===== config.mk =====
export PLATFORM = sky130hd
export DESIGN_NAME = sdram_wb_arbiter
export DESIGN_NICKNAME = d
export VERILOG_FILES = /design/src/rtl/sdram_wb_arbiter.sv
export SDC_FILE = /design/constraint.sdc
export NUM_CORES = 1
export LEC_CHECK = 0
export CORE_AREA = 2 2 102 104
export DETAILED_ROUTE_END_ITERATION = 8
export DIE_AREA = 0 0 104 106
export GPL_TIMING_DRIVEN = 0
export HOLD_SLACK_MARGIN = 0.12
export SLEW_MARGIN = 20
export SYNTH_ARGS = -nofsm -noshare
export SYNTH_HDL_FRONTEND = slang
export SYNTH_SLANG_ARGS = --single-unit

===== constraint.sdc =====
create_clock -name wb_clk -period 2.08 [get_ports wb_clk]
set_input_delay 0.416 -clock wb_clk [delete_from_list [all_inputs] [get_ports wb_clk]]
set_output_delay 0.416 -clock wb_clk [all_outputs]
set_load 0.05 [all_outputs]

===== src/rtl/sdram_wb_arbiter.sv =====
// -----------------------------------------------------------------------------
// sdram_wb_arbiter
//   Two-master Wishbone arbiter in front of the single Wishbone slave port of
//   the SDRAM controller. M0 is the video/sound DMA (read bursts only), M1 is
//   the CPU (single or burst, read or write). One clock domain (wb_clk).
//
//   A grant is decided in IDLE and registered, so a request reaches the slave
//   one cycle after it is raised. The grant is held until the owning master
//   drops cyc. A one-cycle GAP with s_cyc/s_stb low then follows, so the slave
//   always sees a rising request edge for the next transfer.
//
//   Optional feature macro: SDRAM_ARB_STARVE_GUARD_EN
//     defined   : M1 wait counter; once it reaches STARVE_LIMIT, the next IDLE
//                 decision grants M1 ahead of M0. A running M0 burst is never
//                 cut short.
//     undefined : strict fixed priority M0 > M1 (M1 may starve).
//
// Ports
//   wb_clk, wb_rst_n              clock, asynchronous active-low reset
//   m0_adr/m0_cti/m0_stb/m0_cyc   DMA request (reads only)
//   m0_ack, m0_dat_o              DMA ack / read data
//   m1_adr/m1_dat_i/m1_sel/m1_cti/m1_stb/m1_cyc/m1_we   CPU request
//   m1_ack, m1_dat_o              CPU ack / read data
//   s_adr/s_dat_o/s_sel/s_cti/s_stb/s_cyc/s_we          to SDRAM slave
//   s_dat_i, s_ack                from SDRAM slave
//   gnt                           one-hot grant {M1,M0}, 00 = none
// -----------------------------------------------------------------------------
module sdram_wb_arbiter #(
  parameter int AW           = 24,
  parameter int STARVE_LIMIT = 64
) (
  input  logic          wb_clk,
  input  logic          wb_rst_n,
  // M0: DMA
  input  logic [AW-1:0] m0_adr,
  input  logic [2:0]    m0_cti,
  input  logic          m0_stb,
  input  logic          m0_cyc,
  output logic          m0_ack,
  output logic [31:0]   m0_dat_o,
  // M1: CPU
  input  logic [AW-1:0] m1_adr,
  input  logic [31:0]   m1_dat_i,
  input  logic [3:0]    m1_sel,
  input  logic [2:0]    m1_cti,
  input  logic          m1_stb,
  input  logic          m1_cyc,
  input  logic          m1_we,
  output logic          m1_ack,
  output logic [31:0]   m1_dat_o,
  // SDRAM slave
  output logic [AW-1:0] s_adr,
  output logic [31:0]   s_dat_o,
  output logic [3:0]    s_sel,
  output logic [2:0]    s_cti,
  output logic          s_stb,
  output logic          s_cyc,
  output logic          s_we,
  input  logic [31:0]   s_dat_i,
  input  logic          s_ack,
  // status
  output logic [1:0]    gnt
);

  typedef enum logic [1:0] {
    IDLE = 2'd0,
    GNT0 = 2'd1,
    GNT1 = 2'd2,
    GAP  = 2'd3
  } state_t;

  state_t state;
  state_t state_nxt;

  logic m0_req;
  logic m1_req;
  logic starved;

  assign m0_req = m0_cyc & m0_stb;
  assign m1_req = m1_cyc & m1_stb;

`ifdef SDRAM_ARB_STARVE_GUARD_EN
  localparam int CW = $clog2(STARVE_LIMIT + 1);

  logic [CW-1:0] starve_cnt;

  assign starved = (starve_cnt >= CW'(STARVE_LIMIT));

  // M1 wait counter: counts cycles M1 requests while not owning the bus,
  // saturates at the limit, clears when M1 is granted.
  always_ff @(posedge wb_clk or negedge wb_rst_n) begin
    if (!wb_rst_n) begin
      starve_cnt <= {CW{1'b0}};
    end else if ((state != GNT1) && (state_nxt == GNT1)) begin
      starve_cnt <= {CW{1'b0}};
    end else if (m1_req && (state != GNT1) && !starved) begin
      starve_cnt <= starve_cnt + {{(CW-1){1'b0}}, 1'b1};
    end else begin
      starve_cnt <= starve_cnt;
    end
  end
`else
  logic unused_starve_limit;

  assign starved             = 1'b0;
  assign unused_starve_limit = (STARVE_LIMIT == 0);
`endif

  // State register.
  always_ff @(posedge wb_clk or negedge wb_rst_n) begin
    if (!wb_rst_n) begin
      state <= IDLE;
    end else begin
      state <= state_nxt;
    end
  end

  // Next-state: arbitration in IDLE, hold while owner keeps cyc, then GAP.
  always_comb begin
    state_nxt = state;
    case (state)
      IDLE: begin
        if (starved && m1_req) begin
          state_nxt = GNT1;
        end else if (m0_req) begin
          state_nxt = GNT0;
        end else if (m1_req) begin
          state_nxt = GNT1;
        end else begin
          state_nxt = IDLE;
        end
      end
      GNT0: begin
        if (!m0_cyc) begin
          state_nxt = GAP;
        end else begin
          state_nxt = GNT0;
        end
      end
      GNT1: begin
        if (!m1_cyc) begin
          state_nxt = GAP;
        end else begin
          state_nxt = GNT1;
        end
      end
      GAP:     state_nxt = IDLE;
      default: state_nxt = IDLE;
    endcase
  end

  // Downstream mux and ack routing, driven from the registered state only.
  // M0 never writes, so its write path is tied off.
  always_comb begin
    s_adr   = {AW{1'b0}};
    s_dat_o = 32'h0000_0000;
    s_sel   = 4'b0000;
    s_cti   = 3'b000;
    s_stb   = 1'b0;
    s_cyc   = 1'b0;
    s_we    = 1'b0;
    m0_ack  = 1'b0;
    m1_ack  = 1'b0;
    gnt     = 2'b00;
    case (state)
      GNT0: begin
        s_adr   = m0_adr;
        s_dat_o = 32'h0000_0000;
        s_sel   = 4'b1111;
        s_cti   = m0_cti;
        s_stb   = m0_stb;
        s_cyc   = m0_cyc;
        s_we    = 1'b0;
        m0_ack  = s_ack;
        gnt     = 2'b01;
      end
      GNT1: begin
        s_adr   = m1_adr;
        s_dat_o = m1_dat_i;
        s_sel   = m1_sel;
        s_cti   = m1_cti;
        s_stb   = m1_stb;
        s_cyc   = m1_cyc;
        s_we    = m1_we;
        m1_ack  = s_ack;
        gnt     = 2'b10;
      end
      default: begin
        s_adr   = {AW{1'b0}};
        s_cyc   = 1'b0;
      end
    endcase
  end

  // Read data is fanned out to both masters; only the acked one consumes it.
  assign m0_dat_o = s_dat_i;
  assign m1_dat_o = s_dat_i;

endmodule


==> flow_summary.ini, run 1 <==
[outcome]
status = finished, final reports clean

[global_route]
grt_pass1_vias = 2201
overflow = 0
grt_max_degree = 11
grt_pass1_wl_um = 11100
grtUsageTotal = 0.124
antenna_found_initial = 0

[yosys]
synth_flop_cell = dfrtp_1
yosys_warnings = 0
ys_async_sr_fraction = 1.00
synthCells = 197
synth_area_leaders = buf_4 (34%), and2_1 (15%), a22oi_1 (15%)
synth_top_area_share = 0.345
ys_seq_area_frac = 0.0353
yosys-top-cells-count = buf_4 (65), and2_1 (35), nor2b_1 (33)
syn_area_per_cell_um2 = 7.19
netlist_area_um2 = 1420
yosysUniqueCellTypes = 17
synth-edff-count = 0
synth.ff_latch_count = 2
yosysMostFrequentCell = buf_4
yosys.area.top_type = buf_4
synth_fp_nets = 332

[clock_tree]
cts.htree.levels = 1
clk_path_buf_depth = 2
cts-root-buf = clkbuf_8
cts_tree = done
cts-buffers-inserted = 3
hold_buffers = 0
clk_pin_slew_ns = 0.03
cts_num_sinks = 2
clkLatencyLatePin_ns = 0.21

[drt]
drt-initial-drc-count = 60
ant_nets = 0
drc = 0
wire_per_inst_um = 13.1
vias_per_cell = 3.81
drtPass1Iterations = 4
vias = 2163
wl_um = 7470

[final_layout]
drive_above_1_share = 0.470
antenna_cells = 0
fin_util = 0.404
final_cells = 568
postLayoutCellArea_um2 = 4040
largest_reg_flops = 2
multiInputGateArea_um2 = 942
num-fill-cells = 1035
reg.largest.list = state x2
nets = 569
seqCellArea_um2 = 50.0
largest_register = state
area_growth_pct = 185

[setup_path]
worstRegToRegCells = 6
crit_arrival_ns = 1.60
crit_path_end = m0_ack
ff2ff_setup_slack_ns = 0.78
critPathMaxFanout = 10
path_class = flip-flop to primary output
required_ns = 1.66
cp-startpoint = state[1]
r2r_end = state[0]
cp-end-kind = primary output
startpoint_type = flip-flop
rr_startpoint = state[1]

[place]
dp_slack_ns = -0.611
gp_congestion = 0.783
io_buffers = 231
dpl.hpwl_um = 6480
placed_cell_area_um2 = 3980
placed_cells = 564

[pwr]
power_density_nw_per_um2 = 1150
ir_drop_uv = 430
finalPower_mw = 4.66
p_leak_nw = 1.74

[timing]
period_share = 0.968
slew_viol_final = 0
skew_ns = 0.00168
final_hold_viol_count = 0
worst_pin_slew_ns = 0.506
slew_headroom = 0.661
fmax_mhz = 497
final.setup.worst_slack_ns = 0.0672
rsz0062_at_grt = yes
finalSetupViolations = 0
finalCriticalPeriod_ns = 2.01

[floorplan]
die_h_um = 106
rows = 37
fp.dieW_um = 104
start_util = 0.142
num_io_pins = 264
die-area_um2 = 11000
core_area_um2 = 10000

[hold_path]
hp-class = primary input to async pin

[run]
maxCapViolCount = 0
## per-layer routing
metal | vias to the layer above | GRT usage | routed length, um
li1 | 1056 | - | -
met1 | 960 | 0.137 | 2900
met2 | 141 | 0.230 | 3840
met3 | 6 | 0.0374 | 642
met4 | 0 | 0.0309 | 89
met5 | - | 0 | 0
## power breakdown
group | internal (mW) | switching, mW | total, mW | leakage (nW)
logic | 1.72 | 2.71 | 4.43 | 1.69
registers | 0.0573 | 0.0190 | 0.0764 | 0.0259
clock network | 0.122 | 0.0297 | 0.152 | 0.0216
total | 1.90 | 2.76 | 4.66 | 1.74
## cell type report
cell class                 count  area share
timing repair buffer         232       0.544
multi-input combinational    113       0.233
buffer                        78       0.153
tap                          136      0.0422
sequential                     2      0.0124
clock buffer                   3      0.0102
inverter                       4     0.00372
## cells by family after synthesis
logic type | synth area share
flip-flops | 0.0353
buffers and inverters | 0.418
adder cells (fa/ha/maj) | 0.0442
AND/OR/NAND/NOR | 0.312
AO/OA/AOI/OAI | 0.191
## worst max-delay path, cell delays in order, from the launching register on
cell and delay, ns:
dfrtp_1 0.40, inv_2 0.09, ha_1 0.16, buf_6 0.16
buf_6 0.18, and2_1 0.14, buf_2 0.26
## through the flow
| step | hold slack, ns | setup TNS [ns] |
|---|---|---|
| 6_report | 0.375 | 0 |
| 5_1_grt | 0.369 | -0.470 |
| 4_1_cts | 0.370 | 0 |
| 3_5_place_dp | 0.591 | -30.13 |
| 3_3_place_gp | 0.588 | -29.28 |
| 2_1_floorplan | 0.120 | -0.0854 |
## cell usage in the layout, fill, tap and decap left out
cell type        count
dfrtp_1              2
nand3_1              2
and2_1              35
nand2b_1             1
buf_6               25
clkbuf_4            26
dlygate4sd2_1        2
buf_12               1
ha_4                 1
a21o_1               1
ha_1                 3
buf_4               78
o221ai_2             1
inv_1                1
clkdlybuf4s50_1    161
buf_8                2
a22oi_2             14
inv_2                3
clkbuf_8             3
ha_2                 1
nor2b_2             33
o21ai_0              1
a22oi_1             15
a21oi_1              5
buf_2               15
## worst min-delay path by stage
stage,startpoint,end,slack (ns),cells past startpoint
3_5_place_dp,wb_rst_n,state[0],0.59,1
4_1_cts,wb_rst_n,state[0],0.37,1
2_1_floorplan,wb_rst_n,state[0],0.12,0
6_report,wb_rst_n,state[0],0.37,1
3_3_place_gp,wb_rst_n,state[0],0.59,1
5_1_grt,wb_rst_n,state[0],0.37,1
## timing repair
item | CTS | global route
setup buffers | 0 | 1
cloned | 0 | 0
endpoints found under the setup margin | 70 | 63
gates resized for setup | 369 | 91
pin swaps | 0 | 1
Note: power is estimated with default switching activity, not from simulation.
==> run 2: changes to the inputs <==
- ABC_AREA: not set -> 1
- CORE_AREA: 2 2 102 104 -> 2 2 103 105
- DIE_AREA: 0 0 104 106 -> 0 0 105 107
==> flow_summary.ini, run 2 <==
[floorplan]
num_io_pins = 264
die-area_um2 = 11200
rows = 37
core_area_um2 = 10100
fp.dieW_um = 105
die_h_um = 107
start_util = 0.149

[pwr]
pwr-share-seq = 0.016
swShare = 0.657
p_switching_mw = 3.02
clkPwrFrac = 0.033
power_density_nw_per_um2 = 1140
intPower_mw = 1.58
p_leak_nw = 2.06
ir_drop_uv = 564
finalPower_mw = 4.59
comb_power_share = 0.951

[yosys]
netlist_area_um2 = 1500
syn_area_per_cell_um2 = 5.52
yosys.area.top_type = buf_4
ys_async_sr_fraction = 1.00
yosys-top-cells-count = nand2_1 (97), buf_4 (67), inv_1 (45)
yosys_warnings = 0
ys_seq_area_frac = 0.0334
synth_top_area_share = 0.335
synth_fp_nets = 407
synthCells = 272
yosysMostFrequentCell = nand2_1
synth-edff-count = 0
yosysUniqueCellTypes = 13
synth.ff_latch_count = 2
synth_flop_cell = dfrtp_1
synth_area_leaders = buf_4 (34%), nand2_1 (24%), inv_1 (11%)

[setup_path]
critPathMaxFanout = 10
cp-startpoint = state[1]
crit_arrival_ns = 1.61
rr_startpoint = state[0]
slowest_delay_ns = 0.39
worstPathCellList = inv_2 > ha_1 > buf_4 > buf_6 > nand2_1 > a21oi_4 > buf_4
required_ns = 1.66
cp-end-kind = primary output
cp_common_cell = buf_4
cp_slowest_cell = dfrtp_1
path_class = flip-flop to primary output
startpoint_type = flip-flop

[global_route]
antenna_found_initial = 0
grtUsageTotal = 0.126
grt_pass1_wl_um = 11400
grt_max_degree = 11
overflow = 0
grt_pass1_vias = 2261

[place]
placed_cells = 639
gp_congestion = 0.795
io_buffers = 231
dpl.hpwl_um = 6970
placed_cell_area_um2 = 4140
dp_slack_ns = -0.591

[clock_tree]
cts_tree = done
cts_num_sinks = 2
clk_pin_slew_ns = 0.03
cts-root-buf = clkbuf_8
cts-buffers-inserted = 3
clkLatencyLatePin_ns = 0.21
cts.htree.levels = 1
clk_path_buf_depth = 2
hold_buffers = 0

[drt]
ant_nets = 0
vias_per_cell = 3.63
drc = 0
wire_per_inst_um = 12.3
drtPass1Iterations = 4
vias = 2335
wl_um = 7880
drt-initial-drc-count = 67

[timing]
finalCriticalPeriod_ns = 2.03
final_hold_viol_count = 0
tns_ns = 0
finalSetupViolations = 0
worst_pin_slew_ns = 0.509
slew_viol_final = 0
fmax_mhz = 493
period_share = 0.975
slew_headroom = 0.660
rsz0062_at_grt = yes
skew_ns = 0.000230
whs_ns = 0.374
final.setup.worst_slack_ns = 0.0522

[final_layout]
final_cell_mix = clkdlybuf4s50_1 (161), nand2_1 (97), buf_4 (80)
final_common_cell = clkdlybuf4s50_1
largest_register = state
fin_util = 0.401
area_growth_pct = 170
final_cells = 643
antenna_cells = 0
nets = 644
num-fill-cells = 1105
postLayoutCellArea_um2 = 4050
reg.largest.list = state x2
largest_reg_flops = 2
drive_above_1_share = 0.389

[outcome]
status = finished, final reports clean

[run]
maxCapViolCount = 0

[hold_path]
hp-class = primary input to async pin
-- run 2: cell count changes in the layout (fill, tap and decap cells not counted), sizes merged, moves of 10 or more --
cell    change
a22oi      -29
nor2b      -33
a21oi      +28
nand2     +107
and2       -35
clkbuf     -10
buf        +10
inv        +41
-- run 2: final cells by class --
cell class / instances / area [um^2] / area share
sequential: 2 / 50.0 / 0.0124
timing repair buffer: 232 / 2110 / 0.522
multi-input combinational: 147 / 882 / 0.218
tap: 136 / 170 / 0.0421
buffer: 78 / 619 / 0.153
inverter: 45 / 171 / 0.0424
clock buffer: 3 / 41.3 / 0.0102
-- run 2: final timing paths --
kind / endpoint / depth (start not counted) / slack [ns]
hold / removal: state[0] / 1 / 0.37
min in group wb_clk: state[1] / 4 / 0.85
max in group asynchronous: state[1] / 1 / 1.59
hold reg to reg: state[1] / 4 / 0.85
setup / recovery: s_adr[14] / 7 / 0.05
setup reg to reg: state[0] / 7 / 0.88
-- run 2: power by group through the flow --
stage / clock network, mW / registers (mW) / logic [mW]
finish: 0.152 / 0.0740 / 4.37
global route: 0.157 / 0.0763 / 4.62
CTS: 0.159 / 0.0717 / 4.32
detailed placement: 0 / 0.0721 / 4.41
global placement: 0 / 0.0700 / 4.39
floorplan: 0 / 0.0689 / 3.00
-- run 2: repair_timing --
item	4_1_cts	5_1_grt
setup buffers	0	1
gates resized for setup	382	29
setup endpoints to repair	70	46
-- run 2: worst max-delay path, delay by kind of cell, from the launching register on --
kind,cells,cell delay [ns]
AO/OA/AOI/OAI,1,0.16
adder cells (fa/ha/maj),1,0.13
buffers and inverters,4,0.61
flip-flops,1,0.39
AND/OR/NAND/NOR,1,0.10
-- run 2: metal layers --
layer	vias up	wire length (um)	GRT usage
met1	1011	2800	0.131
met5	-	0	0
met3	4	623	0.0255
met2	120	4400	0.261
li1	1200	-	-
met4	0	57	0.0210
-- run 2: logic make-up (layout without fill, tap and decap cells) --
| group | count (synthesis) | count (layout) | synth area share |
|---|---|---|---|
| AND/OR/NAND/NOR | 109 | 109 | 0.290 |
| AO/OA/AOI/OAI | 33 | 33 | 0.135 |
| flip-flops | 2 | 2 | 0.0334 |
| buffers and inverters | 123 | 358 | 0.500 |
| adder cells (fa/ha/maj) | 5 | 5 | 0.0417 |
==> run 3: changes to the inputs <==
- HOLD_SLACK_MARGIN: 0.12 -> not set
==> results of run 3 <==
The final DEF is identical to that of run 2; final timing and power are the same.
